## src/rtl/spi_scan_receiver_pkg.sv

```systemverilog
// Shared definitions for the SPI scan receiver: state encoding and default widths.
package spi_scan_receiver_pkg;

    localparam int SPI_RX_DW    = 8;
    localparam int SPI_RX_DEPTH = 16;
    localparam int SPI_RX_PTR_W = $clog2(SPI_RX_DEPTH);

    typedef enum logic [1:0] {
        S_IDLE = 2'b00,
        S_MSTR = 2'b01
    } rx_state_t;

    // Bit counter must hold 0..dw+1 (saturating one past a full word).
    function automatic int bit_cnt_width(input int dw);
        return $clog2(dw + 2);
    endfunction

endpackage

```

## src/rtl/spi_edge_det.sv

```systemverilog
// Rise detectors for SCLK1/SCLK2/LAT. Pulses are registered so the FSM sees
// a clean one-cycle strobe; serial data is delayed by the same amount so the
// bit value stays aligned with its SCLK1 pulse.
module spi_edge_det (
    input  logic clk,
    input  logic rst_n,
    input  logic sclk1,
    input  logic sclk2,
    input  logic lat,
    input  logic so,
    output logic sclk1_rise,
    output logic sclk2_rise,
    output logic lat_rise,
    output logic so_q
);

    logic sclk1_q;
    logic sclk2_q;
    logic lat_q;

    // Previous-level registers and registered rise pulses; held-high inputs at
    // reset release count as a rise because the history resets to 0.
    always_ff @(posedge clk or negedge rst_n) begin
        if (!rst_n) begin
            sclk1_q    <= 1'b0;
            sclk2_q    <= 1'b0;
            lat_q      <= 1'b0;
            sclk1_rise <= 1'b0;
            sclk2_rise <= 1'b0;
            lat_rise   <= 1'b0;
            so_q       <= 1'b0;
        end else begin
            sclk1_q    <= sclk1;
            sclk2_q    <= sclk2;
            lat_q      <= lat;
            sclk1_rise <= sclk1 & ~sclk1_q;
            sclk2_rise <= sclk2 & ~sclk2_q;
            lat_rise   <= lat & ~lat_q;
            so_q       <= so;
        end
    end

endmodule

```

## src/rtl/spi_scan_receiver.sv

```systemverilog
// SPI scan-chain endpoint: deserialises LSB-first words clocked by the
// SCLK1/SCLK2 two-phase pair and latches each word into a register bank on LAT.
//
// state  | meaning
// S_IDLE | waiting for SCLK1 to present the next bit
// S_MSTR | bit captured in pend, waiting for SCLK2 to shift it in
module spi_scan_receiver
    import spi_scan_receiver_pkg::*;
#(
    parameter int DATA_WIDTH = SPI_RX_DW,
    parameter int DEPTH      = SPI_RX_DEPTH,
    parameter int PTR_WIDTH  = SPI_RX_PTR_W
) (
    input  logic                  CLK,
    input  logic                  rst_n,
    input  logic                  CLR,
    input  logic                  SCLK1,
    input  logic                  SCLK2,
    input  logic                  LAT,
    input  logic                  SPI_SO,
    output logic [DATA_WIDTH-1:0] DOUT,
    output logic                  DOUT_VLD,
    input  logic [PTR_WIDTH-1:0]  RD_ADDR,
    output logic [DATA_WIDTH-1:0] RD_DATA,
    output logic [PTR_WIDTH:0]    WORD_CNT,
    output logic                  OVF,
    output logic                  FRM_ERR,
    output logic                  PHS_ERR
);

    localparam int                   BCW      = bit_cnt_width(DATA_WIDTH);
    localparam logic [BCW-1:0]       BC_FULL  = BCW'(DATA_WIDTH);
    localparam logic [BCW-1:0]       BC_SAT   = BCW'(DATA_WIDTH + 1);
    localparam logic [PTR_WIDTH:0]   FULL_CNT = (PTR_WIDTH + 1)'(DEPTH);

    logic                  sclk1_rise;
    logic                  sclk2_rise;
    logic                  lat_rise;
    logic                  so_q;

    rx_state_t             state;
    rx_state_t             state_nxt;
    logic [DATA_WIDTH-1:0] sreg;
    logic                  pend;
    logic [BCW-1:0]        bit_cnt;
    logic [DATA_WIDTH-1:0] bank [DEPTH];

    logic                  take_pend;
    logic                  do_shift;
    logic                  phs_set;
    logic                  frm_set;
    logic                  lat_store;
    logic                  lat_ovf;
    logic                  bank_full;

    spi_edge_det u_edge_det (
        .clk        (CLK),
        .rst_n      (rst_n),
        .sclk1      (SCLK1),
        .sclk2      (SCLK2),
        .lat        (LAT),
        .so         (SPI_SO),
        .sclk1_rise (sclk1_rise),
        .sclk2_rise (sclk2_rise),
        .lat_rise   (lat_rise),
        .so_q       (so_q)
    );

    assign bank_full = (WORD_CNT == FULL_CNT);

    // State register.
    always_ff @(posedge CLK or negedge rst_n) begin
        if (!rst_n) begin
            state <= S_IDLE;
        end else begin
            state <= state_nxt;
        end
    end

    // Next state and per-cycle actions; CLR beats LAT, LAT beats shift clocks.
    always_comb begin
        state_nxt = state;
        take_pend = 1'b0;
        do_shift  = 1'b0;
        phs_set   = 1'b0;
        frm_set   = 1'b0;
        lat_store = 1'b0;
        lat_ovf   = 1'b0;
        if (CLR) begin
            state_nxt = S_IDLE;
        end else if (lat_rise) begin
            state_nxt = S_IDLE;
            if (bit_cnt == BC_FULL) begin
                lat_store = ~bank_full;
                lat_ovf   = bank_full;
            end else begin
                frm_set = 1'b1;
            end
        end else if (sclk1_rise && sclk2_rise) begin
            phs_set = 1'b1;
        end else begin
            case (state)
                S_IDLE: begin
                    if (sclk1_rise) begin
                        take_pend = 1'b1;
                        state_nxt = S_MSTR;
                    end
                end
                S_MSTR: begin
                    if (sclk2_rise) begin
                        do_shift  = 1'b1;
                        state_nxt = S_IDLE;
                    end else if (sclk1_rise) begin
                        take_pend = 1'b1;
                        phs_set   = 1'b1;
                    end
                end
                default: state_nxt = S_IDLE;
            endcase
        end
    end

    // Shift register, counters, output word and sticky flags.
    always_ff @(posedge CLK or negedge rst_n) begin
        if (!rst_n) begin
            sreg     <= '0;
            pend     <= 1'b0;
            bit_cnt  <= '0;
            DOUT     <= '0;
            DOUT_VLD <= 1'b0;
            WORD_CNT <= '0;
            OVF      <= 1'b0;
            FRM_ERR  <= 1'b0;
            PHS_ERR  <= 1'b0;
        end else begin
            DOUT_VLD <= 1'b0;
            if (CLR) begin
                bit_cnt  <= '0;
                WORD_CNT <= '0;
                OVF      <= 1'b0;
                FRM_ERR  <= 1'b0;
                PHS_ERR  <= 1'b0;
            end else begin
                if (take_pend) begin
                    pend <= so_q;
                end
                if (do_shift) begin
                    sreg <= {pend, sreg[DATA_WIDTH-1:1]};
                    if (bit_cnt != BC_SAT) begin
                        bit_cnt <= bit_cnt + 1'b1;
                    end
                end
                if (lat_rise) begin
                    bit_cnt <= '0;
                end
                if (lat_store || lat_ovf) begin
                    DOUT     <= sreg;
                    DOUT_VLD <= 1'b1;
                end
                if (lat_store) begin
                    WORD_CNT <= WORD_CNT + 1'b1;
                end
                if (lat_ovf) begin
                    OVF <= 1'b1;
                end
                if (frm_set) begin
                    FRM_ERR <= 1'b1;
                end
                if (phs_set) begin
                    PHS_ERR <= 1'b1;
                end
            end
        end
    end

    // Register bank; write pointer is the word count, so no wrap-around.
    always_ff @(posedge CLK) begin
        if (lat_store) begin
            bank[WORD_CNT[PTR_WIDTH-1:0]] <= sreg;
        end
    end

    assign RD_DATA = bank[RD_ADDR];

endmodule

```

## config.mk

```make
export PLATFORM = sky130hd
export DESIGN_NAME = spi_scan_receiver
export DESIGN_NICKNAME = d
export VERILOG_FILES = /design/src/rtl/spi_scan_receiver_pkg.sv /design/src/rtl/spi_edge_det.sv /design/src/rtl/spi_scan_receiver.sv
export SDC_FILE = /design/constraint.sdc
export NUM_CORES = 1
export LEC_CHECK = 0
export ABC_AREA = 1
export CAP_MARGIN = 30
export CORE_MARGIN = 2
export CORE_UTILIZATION = 30
export DETAILED_ROUTE_END_ITERATION = 10
export GPL_TIMING_DRIVEN = 0
export PLACE_DENSITY_LB_ADDON = 0.05
export SYNTH_ARGS = -nofsm -noshare
export SYNTH_HDL_FRONTEND = slang
export SYNTH_HIERARCHICAL = 1
export SYNTH_SLANG_ARGS = --single-unit
```

## constraint.sdc

```tcl
create_clock -name CLK -period 3.9 [get_ports CLK]
set_input_delay 0.78 -clock CLK [delete_from_list [all_inputs] [get_ports CLK]]
set_output_delay 0.78 -clock CLK [all_outputs]
set_load 0.01 [all_outputs]
```

Word level (Yosys, flattened, before mapping)
Memory sizes are Yosys's and may differ from the RTL's.
Index checks and enable logic that the tools add are counted.
Widths: inputs -> output; s select.
{"block": "op_classes", "addsub": 2, "n_eq_ne": 7, "n_mux": 46, "bitwise_logic": 8, "n_reduce_logical": 14}
{"operator": "$mux 1", "count": 33}
{"operator": "$mux 4", "count": 4}
{"operator": "$mux 2", "count": 5}
{"operator": "$mux 5", "count": 2}
{"operator": "$ne 4x2->1 const B", "count": 2}
{"operator": "$reduce_and 2->1", "count": 4}
{"operator": "$reduce_bool 2->1", "count": 4}
{"operator": "$reduce_bool 3->1", "count": 2}
{"operator": "$add 5x1->5 const B", "count": 1}
{"operator": "$eq 5x5->1 const B", "count": 1}
{"operator": "$not 1->1", "count": 5}
{"operator": "$add 4x1->4 const B", "count": 1}
{"operator": "$eq 4x4->1 const B", "count": 1}
{"operator": "$ne 4x4->1 const B", "count": 1}
{"operator": "$pmux 2 s2", "count": 1}
{"operator": "$and 1x1->1", "count": 3}
{"operator": "$ne 3x2->1 const B", "count": 1}
{"operator": "$reduce_and 3->1", "count": 1}
{"operator": "$eq 2x1->1 const B", "count": 1}
{"operator": "$logic_not 2->1", "count": 1}
{"operator": "$pmux 1 s2", "count": 1}
{"operator": "$logic_and 1x1->1", "count": 1}
{"operator": "$logic_or 1x1->1", "count": 1}
{"block": "totals", "ff_bits": 39, "ram_bits": 128, "input_bits": 11, "out_inout_bits": 25, "wordCells": 95, "mem_count": 1}
{"name": "bank", "depth": 16, "width": 8, "rd": 1, "rd_clocked_by_memory_dff": 0, "write_ports": 1, "line_no": "spi_scan_receiver.sv:46", "source": "logic [DATA_WIDTH-1:0] bank [DEPTH];"}

Longest topological paths before layout
{"block": "logic_depth", "ltp_word": 8, "mapped_depth": 8, "depth_no_buf": 8}

By module
The synthesis kept the hierarchy.
{"mod": "spi_scan_receiver", "instances": 1, "cells_each": 702, "area_each_um2": 7026.7, "seq_area_each_um2": 4619.4}
{"mod": "spi_edge_det", "instances": 1, "cells_each": 13, "area_each_um2": 205.2, "seq_area_each_um2": 175.2}

Worst setup path after synthesis
OpenSTA, ideal clock, no wires.
{"block": "synth_timing", "kind": "input-to-output", "from": "input RD_ADDR[2]", "to": "output RD_DATA[3]", "arrival_time_ns": 1.596, "required_ns": 3.120, "setup_slack_ns": 1.524, "path_stages": 6, "n_path_buf": 2, "path_cell_list": "buf_2 inv_1 clkbuf_1 nand3_1 nand3_1 nand2_1"}
{"block": "synth_via", "elab_chain_len": 1}
{"element": "from (decl)", "line_no": "spi_scan_receiver.sv:23", "source": "input logic [PTR_WIDTH-1:0] RD_ADDR,"}
{"element": "$mem_v2 16x8"}
{"element": "to (decl)", "line_no": "spi_scan_receiver.sv:24", "source": "output logic [DATA_WIDTH-1:0] RD_DATA,"}
No other way between the ends.

Final worst setup path
{"block": "layout_timing", "from": "input RD_ADDR[0]", "to": "output RD_DATA[5]"}
Same word-level chain as after synthesis.

==> flow_summary.ini <==
[setup_path]
endpoint_kind = output port
required_ns = 3.12
critPathMaxFanout = 10
worstPathArrival_ns = 2.95
cp-startpoint = RD_ADDR[0]
rr_startpoint = WORD_CNT[0]
cp-start-kind = input port
critPathKind = in -> out

[synthesis]
synth_fp_nets = 733
synth.area.top_cells = edfxtp_1 53%, dfrtp_1 13%, nand2_1 11%
synth_async_sr_flop_share = 0.2289
synth_area_per_cell_um2 = 10.11
synth_adder_area_share = 0.01211
synth_top_area_frac = 0.5315
ys_seq_area_frac = 0.6630
ys_types = 29
synth_compound_area_frac = 0.01955
synth_top_family_by_area = simple AND/OR/NAND/NOR gates
synth_mux_area_frac = 0
yosysTopAreaCell = edfxtp_1
ys.flop_type = edfxtp_1
synth_edf_count = 128
yosys.area_share.simple = 0.2197
netlist_area_um2 = 7232
syn_inst = 715
synthXorXnorAreaFrac = 0.002422
ys_warn_count = 6
ys_seq_elements = 166

[clock_tree]
htreeDepth = 4
cts-resized-gates = 0
clk_latency_ns = 0.43
ctsLongestPathBuffers = 2
cts_tree = done
cts_buffers = 17
clockRootBuffer = clkbuf_16
cts_hold_buf = 0
clk_pin_slew_ns = 0.07
cts_setup_buffers = 0
clock-sinks = 166

[finish]
area_growth_syn_to_layout_pct = 18.05
layout-drive-gt1-share = 0.1013
layout_common_cells = 209 x nand2_1, 128 x edfxtp_1, 119 x inv_1
layout_commonest_cell = nand2_1
n_antenna_cell = 0
final_nets = 785
nFillCells = 2390

[floorplanning]
num_io_pins = 36
core_um2 = 23540
die_area_um2 = 25360
start_util = 0.3072
die_w_um = 159.3
fp.dieH_um = 159.3
row_count = 56

[timing]
setup_violations = 0
rsz0062_at_grt = false
relSlewSlack = 0.3345
hold_violations = 0
fin_worst_skew_ns = 0.01063
post-route-period-util = 0.9557
fin_crit_ns = 3.727
final_max_slew_viol_count = 0
fin_tns_setup_ns = 0
fin_ws_ns = 0.1726
fmax_mhz = 268.3
worst_pin_slew_ns = 0.9946

[grt]
grt_pass1_wl_um = 29310
met1_usage = 0.2156
grt_overflow = 0
use_met3 = 0.02605
grt_max_degree = 39
grt_usage = 0.1557
grt_pass1_vias = 4814
grt-busiest-layer = met2
grtUsageMet2 = 0.2528
antenna_found_initial = 0

[power]
irDropWorstVdd_uv = 247.8
p_leak_nw = 3.665
power_density_nw_per_um2 = 470.3

[placed_design]
gp_congestion = 0.8139
hpwl_um = 12860
post-place-ws_ns = 0.03659
io_buffers = 31

[hold_path]
min_from = u_edge_det/sclk1_q
hold_class = reg -> reg

[drt]
wl_per_cell_um = 17.17
totalWireLength_um = 18880
first_pass_iters = 5
vias = 4821
drtAntennaViolNets = 0
drt-initial-drc-count = 392
drc = 0
avgViaCountPerCell = 4.387

[run]
max_cap_viol_count = 0

[run_status]
outcome = completed
[layout make-up]
cell class,instances,area (um2),area share
sequential,166,4795,0.5616
buffer,29,141.4,0.01656
clock buffer,18,429.2,0.05027
clock inverter,14,150.1,0.01759
timing repair buffer,33,317.8,0.03723
tap,319,399.1,0.04675
inverter,123,464.2,0.05437
multi-input combinational,397,1841,0.2156
[critical path, stage by stage]
cell,delay [ns]
clkdlybuf4s50_1,0.49
buf_2,0.23
buf_2,0.30
nand2_1,0.08
nand2_1,0.12
nand2_1,0.06
nand3_1,0.09
nand3_1,0.12
nand2_1,0.13
clkdlybuf4s50_1,0.55
[logic make-up (layout without fill, tap and decap cells)]
logic type,after synthesis,in the layout
DFF,166,166
buffers and inverters,152,217
xor gates and xnor gates,2,2
adders and majority gates,7,7
and+or+nand+nor,364,364
AOI/OAI and AO/OA,24,24
[report_power, final]
group | total, mW | internal [mW] | switching [mW]
combinational | 0.216 | 0.0741 | 0.142
sequential | 2.12 | 2.00 | 0.121
clock | 1.68 | 0.949 | 0.731
[per-layer routing]
| metal | wire, um | vias up | part of all wire |
|---|---|---|---|
| met3 | 832 | 17 | 0.044 |
| met5 | 0 | - | 0 |
| li1 | - | 2405 | - |
| met2 | 8868 | 117 | 0.47 |
| met1 | 8943 | 2282 | 0.47 |
| met4 | 229 | 0 | 0.012 |
[stage by stage]
step	instances	utilization	total power [mW]	hold slack, ns	instance area [um2]
after global placement	1065	0.3373	2.382	0.3984	7941
final	1099	0.3626	4.015	0.4097	8537
after floorplan	715	-	2.207	0.3921	7232
after global routing	1099	0.3626	4.166	0.4226	8537
after CTS	1099	0.3625	4.063	0.4129	8533
after detailed placement	1067	0.3379	2.383	0.3991	7954
[sequential cells by signal (all words and copies together) (netlist names)]
signal                 flops
DOUT                       8
DOUT_VLD                   1
FRM_ERR                    1
OVF                        1
PHS_ERR                    1
WORD_CNT                   5
bank                     128
bit_cnt                    4
pend                       1
sreg                       8
state                      1
u_edge_det/lat_q           1
u_edge_det/lat_rise        1
u_edge_det/sclk1_q         1
u_edge_det/sclk1_rise      1
u_edge_det/sclk2_q         1
u_edge_det/sclk2_rise      1
u_edge_det/so_q            1
[Yosys cell counts, types with 2 or more instances]
library cell  count
a21oi_1           6
buf_2            14
clkbuf_1         12
dfrtp_1          38
edfxtp_1        128
ha_1              7
inv_1           119
inv_2             3
nand2_1         209
nand2_2           7
nand3_1         105
nand3_2           2
nand4_1           6
nor2_1           23
nor2_2            3
nor2_4            2
nor3_1            3
o21ai_0           7
o21ai_1           5
o21ai_2           5
or2_2             2
xor2_1            2
[worst paths after layout]
| path | to | slack (ns) | cells after the start |
|---|---|---|---|
| setup / recovery | RD_DATA[5] | 0.17 | 10 |
| hold / removal | u_edge_det/sclk1_rise | 0.41 | 1 |
| setup reg to reg | bank[6][6] | 1.34 | 7 |
| hold reg to reg | u_edge_det/sclk1_rise | 0.41 | 1 |
| max in group asynchronous | bit_cnt[2] | 2.91 | 1 |
| min in group asynchronous | DOUT[1] | 0.46 | 1 |
(Power assumes the default switching activity.)
